$ cat config.mk
export PLATFORM = sky130hd
export DESIGN_NAME = instr_encoder
export DESIGN_NICKNAME = d
export VERILOG_FILES = /design/src/rtl/instr_encoder_pkg.sv /design/src/rtl/instr_encoder_imm_packer.sv /design/src/rtl/instr_encoder.sv
export SDC_FILE = /design/constraint.sdc
export NUM_CORES = 1
export LEC_CHECK = 0
export CAP_MARGIN = 20
export CORE_MARGIN = 1
export CORE_UTILIZATION = 50
export CTS_CLUSTER_SIZE = 40
export DETAILED_ROUTE_END_ITERATION = 10
export GPL_TIMING_DRIVEN = 0
export HOLD_SLACK_MARGIN = 0.02
export PLACE_DENSITY = 0.85
export SKIP_LAST_GASP = 1
export SLEW_MARGIN = 20
export SYNTH_ARGS = -nofsm -noshare
export SYNTH_HDL_FRONTEND = slang
export SYNTH_SLANG_ARGS = --single-unit
$ cat constraint.sdc
create_clock -name clk -period 1.9 [get_ports clk]
set_input_delay 0.285 -clock clk [delete_from_list [all_inputs] [get_ports clk]]
set_output_delay 0.285 -clock clk [all_outputs]
set_load 0.05 [all_outputs]
$ cat src/rtl/instr_encoder_pkg.sv
// RV32I definitions shared by the encoder and the main decoder checks.
// Covers class codes, 7-bit opcodes, error codes, and class-to-opcode/format helpers.
package instr_encoder_pkg;

    typedef enum logic [3:0] {
        CLS_LOAD   = 4'd0,
        CLS_STORE  = 4'd1,
        CLS_RTYPE  = 4'd2,
        CLS_BRANCH = 4'd3,
        CLS_ITYPE  = 4'd4,
        CLS_JAL    = 4'd5,
        CLS_AUIPC  = 4'd6,
        CLS_LUI    = 4'd7,
        CLS_JALR   = 4'd8
    } instr_class_e;

    typedef enum logic [2:0] {
        FMT_R, FMT_I, FMT_S, FMT_B, FMT_J, FMT_U, FMT_X
    } fmt_e;

    typedef enum logic [1:0] {
        ERR_NONE     = 2'b00,
        ERR_ILLEGAL  = 2'b01,
        ERR_MISALIGN = 2'b10,
        ERR_RANGE    = 2'b11
    } err_e;

    localparam logic [6:0] OPC_LOAD   = 7'b0000011;
    localparam logic [6:0] OPC_STORE  = 7'b0100011;
    localparam logic [6:0] OPC_RTYPE  = 7'b0110011;
    localparam logic [6:0] OPC_BRANCH = 7'b1100011;
    localparam logic [6:0] OPC_ITYPE  = 7'b0010011;
    localparam logic [6:0] OPC_JAL    = 7'b1101111;
    localparam logic [6:0] OPC_AUIPC  = 7'b0010111;
    localparam logic [6:0] OPC_LUI    = 7'b0110111;
    localparam logic [6:0] OPC_JALR   = 7'b1100111;

    function automatic logic [6:0] class_opcode(input instr_class_e cls);
        case (cls)
            CLS_LOAD:   return OPC_LOAD;
            CLS_STORE:  return OPC_STORE;
            CLS_RTYPE:  return OPC_RTYPE;
            CLS_BRANCH: return OPC_BRANCH;
            CLS_ITYPE:  return OPC_ITYPE;
            CLS_JAL:    return OPC_JAL;
            CLS_AUIPC:  return OPC_AUIPC;
            CLS_LUI:    return OPC_LUI;
            CLS_JALR:   return OPC_JALR;
            default:    return 7'b0000000;
        endcase
    endfunction

    function automatic fmt_e class_fmt(input instr_class_e cls);
        case (cls)
            CLS_LOAD, CLS_ITYPE, CLS_JALR: return FMT_I;
            CLS_STORE:                     return FMT_S;
            CLS_RTYPE:                     return FMT_R;
            CLS_BRANCH:                    return FMT_B;
            CLS_JAL:                       return FMT_J;
            CLS_AUIPC, CLS_LUI:            return FMT_U;
            default:                       return FMT_X;
        endcase
    endfunction

endpackage

$ cat src/rtl/instr_encoder_imm_packer.sv
// Places a sign-extended byte immediate (or R-type funct7) into its RV32I bit positions.
// Combinational; flags misalignment, and with IMM_RANGE_CHECK_EN also unrepresentable immediates.
module imm_packer
    import instr_encoder_pkg::*;
(
    input  instr_class_e i_class,
    input  logic [2:0]   i_funct3,
    input  logic         i_funct7b5,
    input  logic [31:0]  i_imm,
    output logic [31:0]  o_imm_bits,
    output logic         o_misaligned,
    output logic         o_range_err
);
    fmt_e       w_fmt;
    logic       w_shift;
    logic [6:0] w_funct7;

    assign w_fmt    = class_fmt(i_class);
    assign w_shift  = (i_class == CLS_ITYPE) && ((i_funct3 == 3'b001) || (i_funct3 == 3'b101));
    assign w_funct7 = {1'b0, i_funct7b5, 5'b00000};

    assign o_misaligned = ((w_fmt == FMT_B) || (w_fmt == FMT_J)) && i_imm[0];

    always_comb begin
        o_imm_bits = 32'h0;
        case (w_fmt)
            FMT_I:   o_imm_bits = w_shift ? {w_funct7, i_imm[4:0], 20'h0} : {i_imm[11:0], 20'h0};
            FMT_S:   o_imm_bits = {i_imm[11:5], 13'h0, i_imm[4:0], 7'h0};
            FMT_B:   o_imm_bits = {i_imm[12], i_imm[10:5], 13'h0, i_imm[4:1], i_imm[11], 7'h0};
            FMT_J:   o_imm_bits = {i_imm[20], i_imm[10:1], i_imm[11], i_imm[19:12], 12'h0};
            FMT_U:   o_imm_bits = {i_imm[31:12], 12'h0};
            FMT_R:   o_imm_bits = {w_funct7, 25'h0};
            default: o_imm_bits = 32'h0;
        endcase
    end

`ifdef IMM_RANGE_CHECK_EN
    // Representable iff every bit above the format's sign bit matches it.
    logic w_fit_i;
    logic w_fit_b;
    logic w_fit_j;

    assign w_fit_i = (&i_imm[31:11]) || !(|i_imm[31:11]);
    assign w_fit_b = (&i_imm[31:12]) || !(|i_imm[31:12]);
    assign w_fit_j = (&i_imm[31:20]) || !(|i_imm[31:20]);

    always_comb begin
        o_range_err = 1'b0;
        case (w_fmt)
            FMT_I, FMT_S: o_range_err = !w_fit_i;
            FMT_B:        o_range_err = !w_fit_b;
            FMT_J:        o_range_err = !w_fit_j;
            FMT_U:        o_range_err = |i_imm[11:0];
            default:      o_range_err = 1'b0;
        endcase
    end
`else
    assign o_range_err = 1'b0;
`endif

endmodule

$ cat src/rtl/instr_encoder.sv
// Streaming RV32I encoder: fields in, {word address, instruction} out through a 2-entry FIFO.
// Latency 1 cycle into an empty FIFO; in_ready = !full from the registered count. Optional IMM_RANGE_CHECK_EN.
module instr_encoder
    import instr_encoder_pkg::*;
#(
    parameter int ADDR_W    = 10,
    parameter int BASE_ADDR = 0
) (
    input  logic              clk,
    input  logic              rst_n,
    input  logic              start,
    input  logic              in_valid,
    output logic              in_ready,
    input  logic [3:0]        in_class,
    input  logic [2:0]        in_funct3,
    input  logic              in_funct7b5,
    input  logic [4:0]        in_rd,
    input  logic [4:0]        in_rs1,
    input  logic [4:0]        in_rs2,
    input  logic [31:0]       in_imm,
    output logic              out_valid,
    input  logic              out_ready,
    output logic [ADDR_W-1:0] out_addr,
    output logic [31:0]       out_instr,
    output logic              err_sticky,
    output logic [1:0]        err_code
);
    localparam logic [ADDR_W-1:0] L_BASE = ADDR_W'(BASE_ADDR);

    typedef struct packed {
        logic [ADDR_W-1:0] addr;
        logic [31:0]       instr;
    } entry_t;

    instr_class_e      w_class;
    fmt_e              w_fmt;
    logic [31:0]       w_imm_bits;
    logic              w_misaligned;
    logic              w_range_err;
    logic              w_illegal;
    logic              w_use_rd;
    logic              w_use_rs1;
    logic              w_use_rs2;
    logic [2:0]        w_funct3;
    logic [31:0]       w_fields;
    logic [31:0]       w_instr;
    logic              w_accept;
    logic              w_reject;
    logic              w_push;
    logic              w_pop;
    logic [ADDR_W-1:0] w_cur_addr;

    entry_t            r_mem [2];
    logic              r_wr_ptr;
    logic              r_rd_ptr;
    logic [1:0]        r_count;
    logic [ADDR_W-1:0] r_addr;
    logic              r_err_sticky;
    logic [1:0]        r_err_code;

    assign w_class = instr_class_e'(in_class);
    assign w_fmt   = class_fmt(w_class);

    imm_packer u_imm_packer (
        .i_class      (w_class),
        .i_funct3     (in_funct3),
        .i_funct7b5   (in_funct7b5),
        .i_imm        (in_imm),
        .o_imm_bits   (w_imm_bits),
        .o_misaligned (w_misaligned),
        .o_range_err  (w_range_err)
    );

    // Register fields a format does not carry stay zero so the immediate can be OR-ed in.
    assign w_illegal = (w_fmt == FMT_X);
    assign w_use_rd  = w_fmt inside {FMT_R, FMT_I, FMT_J, FMT_U};
    assign w_use_rs1 = w_fmt inside {FMT_R, FMT_I, FMT_S, FMT_B};
    assign w_use_rs2 = w_fmt inside {FMT_R, FMT_S, FMT_B};
    assign w_funct3  = (w_class == CLS_JALR) ? 3'b000 : in_funct3;

    assign w_fields = {7'b0000000,
                       w_use_rs2 ? in_rs2   : 5'b00000,
                       w_use_rs1 ? in_rs1   : 5'b00000,
                       w_use_rs1 ? w_funct3 : 3'b000,
                       w_use_rd  ? in_rd    : 5'b00000,
                       class_opcode(w_class)};
    assign w_instr  = w_imm_bits | w_fields;

    assign in_ready   = (r_count != 2'd2);
    assign out_valid  = (r_count != 2'd0);
    assign out_addr   = r_mem[r_rd_ptr].addr;
    assign out_instr  = r_mem[r_rd_ptr].instr;
    assign err_sticky = r_err_sticky;
    assign err_code   = r_err_code;

    assign w_accept   = in_valid && in_ready;
    assign w_reject   = w_illegal || w_misaligned || w_range_err;
    assign w_push     = w_accept && !w_reject;
    assign w_pop      = out_valid && out_ready;
    assign w_cur_addr = start ? L_BASE : r_addr;

    always_ff @(posedge clk or negedge rst_n) begin
        if (!rst_n) begin
            for (int i = 0; i < 2; i++) begin
                r_mem[i] <= '{addr: L_BASE, instr: 32'h0};
            end
            r_wr_ptr     <= 1'b0;
            r_rd_ptr     <= 1'b0;
            r_count      <= 2'd0;
            r_addr       <= L_BASE;
            r_err_sticky <= 1'b0;
            r_err_code   <= ERR_NONE;
        end else begin
            if (w_push) begin
                r_mem[r_wr_ptr] <= '{addr: w_cur_addr, instr: w_instr};
                r_wr_ptr        <= ~r_wr_ptr;
                r_addr          <= w_cur_addr + 1'b1;
            end else if (start) begin
                r_addr <= L_BASE;
            end
            if (w_pop) begin
                r_rd_ptr <= ~r_rd_ptr;
            end
            r_count <= r_count + {1'b0, w_push} - {1'b0, w_pop};

            if (start) begin
                r_err_sticky <= 1'b0;
            end
            if (w_accept && w_reject) begin
                r_err_sticky <= 1'b1;
                if (w_illegal) begin
                    r_err_code <= ERR_ILLEGAL;
                end else if (w_misaligned) begin
                    r_err_code <= ERR_MISALIGN;
                end else begin
                    r_err_code <= ERR_RANGE;
                end
            end
        end
    end

endmodule

# Word-level counts from Yosys, hierarchy flattened
# Memory sizes are Yosys's and may differ from the RTL's.
# Index checks and enable logic that the tools add are counted.
[totals]
regBits = 101
rom_bits = 208
input_bits = 60
out_inout_bits = 47
wordCells = 77
n_memories = 3
[memory_table]
columns = ["memory", "words", "width", "rd", "rd_ports_with_merged_regs", "write_ports", "line", "text"]
rows = [
  ["(no name shown)", 16, 7, 1, 0, 0, "instr_encoder_pkg.sv:39", "case (cls)"],
  ["(no name shown)", 16, 3, 1, 0, 0, "instr_encoder_pkg.sv:54", "case (cls)"],
  ["(no name shown)", 16, 3, 1, 0, 0, "instr_encoder_pkg.sv:54", ""],
]
[classes]
n_addsub = 3
order_cmp = 3
eq_ne = 16
muxes = 19
bitwise = 5
n_reduce_logical = 18
[ops]
columns = ["op", "n"]
rows = [
  ["32-bit one-hot mux with 6 select lines", 1],
  ["42-bit 2-to-1 mux", 4],
  ["84-bit bitwise mux", 1],
  ["42-bit demux with 1-bit select", 1],
  ["32-bit 2-to-1 mux", 1],
  ["32-bit by 25-bit OR with 32-bit output", 1],
  ["10-bit 2-to-1 mux", 2],
  ["3-bit == test, second input constant", 6],
  ["5-bit 2-to-1 mux", 3],
  ["3-bit by 2-bit == test with 1-bit output, second input constant", 4],
  ["10-bit by 1-bit adder with 10-bit output, second input constant", 1],
  ["3-bit by 1-bit == test with 1-bit output, second input constant", 3],
  ["4-bit nonzero test", 2],
  ["1-bit logical AND", 7],
  ["3-bit zero test", 2],
  ["3-bit 2-to-1 mux", 2],
  ["4-bit by 3-bit == test with 1-bit output, second input constant", 1],
  ["4-bit == test, second input constant", 1],
  ["2-bit >= comparator, second input constant", 2],
  ["1-bit NOT with 2-bit output", 2],
  ["2-bit nonzero test", 2],
  ["1-bit logical OR", 3],
  ["1-bit 2-to-1 mux", 3],
  ["3-bit nonzero test", 1],
  ["7 further kinds", 8],
]

# Depth between registers and ports, before layout
# An unclocked memory read counts as a cell.
[depth]
word_depth = 9
ltp_mapped = 10

# By module
# A second synthesis with hierarchy kept.
[unflattened]
hier_cells = 515
hier_area_um2 = 5331.4
[by_module_without_submodules]
columns = ["module", "instances", "cells_each", "area_each_um2"]
rows = [
  ["instr_encoder", 1, 433, 4744.6],
  ["imm_packer", 1, 82, 586.8],
]

# Least setup slack after synthesis
# Ideal clock, no wire load.
[synth_timing]
path_kind = "flip-flop to output port"
start = "register r_rd_ptr"
end = "output port out_instr[30]"
arrival_time_ns = 1.871
slack_ns = -0.256
path_stages_with_launch = 4
path_buffers = 2
path_cell_list = "dfrtp_1 > clkbuf_1 > clkbuf_1 > o21ai_0"
[synth_between]
elab_chain_len = 4
[synth_lines]
columns = ["item", "line", "text"]
rows = [
  ["start, declared", "instr_encoder.sv:55", "logic r_rd_ptr;"],
  ["start signal, assigned", "instr_encoder.sv:122", "r_rd_ptr <= ~r_rd_ptr;"],
  ["1-bit NOT with 2-bit output (not written as such)", "instr_encoder.sv:92", "assign out_instr = r_mem[r_rd_ptr].instr;"],
  ["42-bit 2-to-1 mux (not written as such) (3 in a row)", "instr_encoder.sv:92", ""],
  ["end, declared", "instr_encoder.sv:24", "output logic [31:0] out_instr,"],
]
# Every way passes these cells. The select of a mux whose other input is x is not followed.

# Worst setup path in the final report
[layout_timing]
start = "input port in_imm[0]"
end = "register r_mem[19] (netlist bit)"
[layout_between]
elab_chain_len = 4
[layout_lines]
columns = ["item", "line", "text"]
rows = [
  ["start, declared", "instr_encoder.sv:20", "input logic [31:0] in_imm,"],
  ["1-bit logical AND", "instr_encoder_imm_packer.sv:22", "assign o_misaligned = ((w_fmt == FMT_B) || (w_fmt == FMT_J)) && i_imm[0];"],
  ["1-bit logical OR", "instr_encoder.sv:97", "assign w_reject = w_illegal || w_misaligned || w_range_err;"],
  ["1-bit zero test", "instr_encoder.sv:98", "assign w_push = w_accept && !w_reject;"],
  ["1-bit logical AND", "instr_encoder.sv:98", ""],
  ["end signal, assigned by index", "instr_encoder.sv:105", "r_mem[i] <= '{addr: L_BASE, instr: 32'h0};"],
  ["end signal, assigned by index", "instr_encoder.sv:115", "r_mem[r_wr_ptr] <= '{addr: w_cur_addr, instr: w_instr};"],
  ["end, declared", "instr_encoder.sv:53", "entry_t r_mem [2];"],
]
# Every way passes these cells.
# A chain may end at the register's enable or synchronous reset.

==> impl_results.md <==
- Avg Vias per Cell: 6.08
- Synth warn: 0
- Leading cell type by number of instances after synthesis: mux2_2
- Post-synth top cells: 109 x mux2_2, 99 x dfrtp_1, 22 x o21ai_0
- Post-route DRC: 0
- Min Tclk post-route: slightly below 2 ns
- 1st-iter DRT viols: 341
- Ports: 107
- Ys async rst share: 100%
- Full die area: 11,100 um2
- Initial antenna violation count: 0
- Filler cells: 705
- Pin count of the biggest net entering global routing: between 50 and 60
- Seq/Total Area, Yosys: 46.2%
- Ant. Diodes: 0
- Final instance area: 7340 um2
- Hold slack: 0.410 ns
- Avg WL per Cell: 21.7 um
- Gp weighted congestion: 0.928
- Final count of hold timing violations: 0
- Slew Viols, Final: 0
- Vias in the first global route: 4,586
- Dpl ws: -1.20 ns
- Mapped Nets: 512
- WP data arrival: 2.20 ns
- Post-Synthesis Cells: 445
- Worst slew pin tran: 0.796 ns
- Post-Syn Area per Cell: 12.1 um2
- Depth of the CTS H-tree: 3
- Synth-to-Final Area Change: 36.9%
- Sink Count: 99
- Period utilization: 102%
- Grt ovf: 0
- Worst Path Required: ~2.2 ns
- Max Root-Sink Buffers: 2
- Worst hold-check path type: input port to async pin
- Synth top area cells: dfrtp_1 46%, mux2_2 23%, buf_6 2.3%
- Maxcap violations: 0
- Final setup vio count: 28
- Status: complete, but fails checks
- Fin worst setup slack: -0.0443 ns
- Setup Skew: about 0.0090 ns
- Total GRT Usage: 28.3%
- Setup TNS: -0.445 ns
- WL final: 15,900 um
- Worst skew pair latency: 0.36 ns
- Fmax: 0.514 GHz
- Unrepaired setup endpoints after global routing: yes
- NumNets Final: 661
- Final core occ: 70.8%
- Placed standard-cell area: 6680 um2
- First-pass GRT wire length: 24,500 um
- EDFF count, synth: 0
- Sequential standard cell area: 2480 um2
- #FFs+latches synth: 99
- Static leakage: 0.00337 uW
- Core area: between 10,000 and 15,000 um2
- IO Port Bufs: between 100 and 150
- Yosys cell types: 61
- Cell taking the most area after synthesis: dfrtp_1
- Post-DP HPWL: 10,100 um
- Num rows: 37
- Rel. slew slack: 46.8%
- Post-DRT Antenna Nets: 0
- Root Driver: clkbuf_8
- Clock-pin transition on the worst setup and hold timing paths: 0.09 ns
- CTS tree: yes
- Horiz. Die Dim: 106 um
- Via count: 4,467
- CP startpoint kind: input port
- Crit Path Max Fanout: 5
- Pre-antenna DRT Iters: 5
- Share of cells above drive strength 1: a little over two fifths
- Main synth FF type: dfrtp_1
- Setup crit end kind: flop
- Multi-input gate area: approximately 2800 um2
- Failing checks: negative setup slack
- Die H: around 110 um
- Mapped Area: 5360 um2
- Cell Pwr Density: 1380 nW/um2
- VDD IR max: 1.14 mV
- Area share of the largest cell type after synthesis: 46.2%
- TritonCTS buffer count: 9
- CP Class: input port to flop
- Starting Density: 51.7%
==> critical path, cell delays in order <==
cell and delay, ns:
clkdlybuf4s50_1 0.56, nor2b_4 0.22, o21a_1 0.22, buf_6 0.15
nor3_4 0.04, buf_6 0.15, buf_12 0.13, buf_8 0.13
mux2_4 0.30
==> sequential cells by signal (all words and copies together) (netlist names) <==
signal      count
r_mem          82
r_addr         10
r_wr_ptr        1
r_rd_ptr        1
err_code        2
r_count         2
err_sticky      1
==> area by class of cell <==
cell class,count,area share [%]
Clock buffer,10,1.87
Tap cell,136,2.32
Timing Repair Buffer,141,18.3
Buffer,25,3.66
Sequential cell,99,33.8
Clock inverter,6,0.545
Inverter,14,0.972
Multi-Input combinational cell,304,38.5
==> per-stage QoR <==
step / power, uW / instances
2_1_floorplan: 6680 / 445
5_1_grt: 10500 / 735
4_1_cts: 9620 / 729
6_report: 10100 / 735
3_3_place_gp: 8120 / 687
3_5_place_dp: 8310 / 688
==> repair_timing <==
action / in CTS / in global routing
resized for setup: 279 / 87
pin swaps: 5 / 2
setup endpoints to repair: 142 / 128
hold buffers: 1 / 0
buffers inserted: 22 / 7
endpoints found under the hold margin: 44 / 0
cloned: 4 / 0
==> kinds of logic after synthesis <==
family,after synthesis,synth area share (%)
simple gates,77,8.63
buf+inv,42,4.64
compound gates,90,12.0
fa+ha+maj,7,1.63
xor+xnor,8,1.31
mux,122,25.6
flops,99,46.2
==> where the power goes <==
| group | internal [uW] | total, uW | switching [uW] |
|---|---|---|---|
| logic | 2390 | 5620 | 3230 |
| clock network | 513 | 1270 | 757 |
| registers | 2780 | 3210 | 432 |
==> worst paths after layout <==
kind                            start        end  slack (ns)  cells past startpoint
setup / recovery            in_imm[0]  r_mem[19]       -0.04                      9
hold / removal                  rst_n  r_mem[57]        0.41                      2
setup reg to reg           r_count[1]  r_mem[16]        0.07                      8
hold reg to reg             r_mem[43]  r_mem[43]        0.47                      1
max in group asynchronous       rst_n   r_rd_ptr        0.86                      3
min in group clk            r_mem[43]  r_mem[43]        0.47                      1
==> per-layer routing <==
metal  global-route usage (%)  routed length (um)  vias to the layer above
met2                     50.2                8330                      240
li1                         -                   -                     1950
met1                     34.1                6230                     2243
met4                     9.62                 354                        0
met3                     6.00                1020                       34
met5                        0                   0                        -
==> cells in the final DEF, fill, tap and decap left out, types with 5 or more instances in the layout <==
| cell | count |
|---|---|
| mux2i_1 | 7 |
| nand2_1 | 10 |
| buf_8 | 11 |
| ha_1 | 5 |
| dfrtp_1 | 98 |
| buf_4 | 35 |
| o2bb2ai_1 | 5 |
| clkbuf_8 | 11 |
| a32oi_1 | 6 |
| nor3_1 | 5 |
| clkdlybuf4s50_1 | 54 |
| buf_6 | 21 |
| nand2b_1 | 7 |
| nor2_1 | 13 |
| buf_2 | 23 |
| mux2_4 | 22 |
| nor2b_1 | 9 |
| inv_1 | 10 |
| o211ai_1 | 11 |
| a21oi_1 | 16 |
| o21ai_0 | 19 |
| clkbuf_2 | 5 |
| a22o_1 | 5 |
| mux2_2 | 91 |
Note: power is estimated with default switching activity, not from simulation.
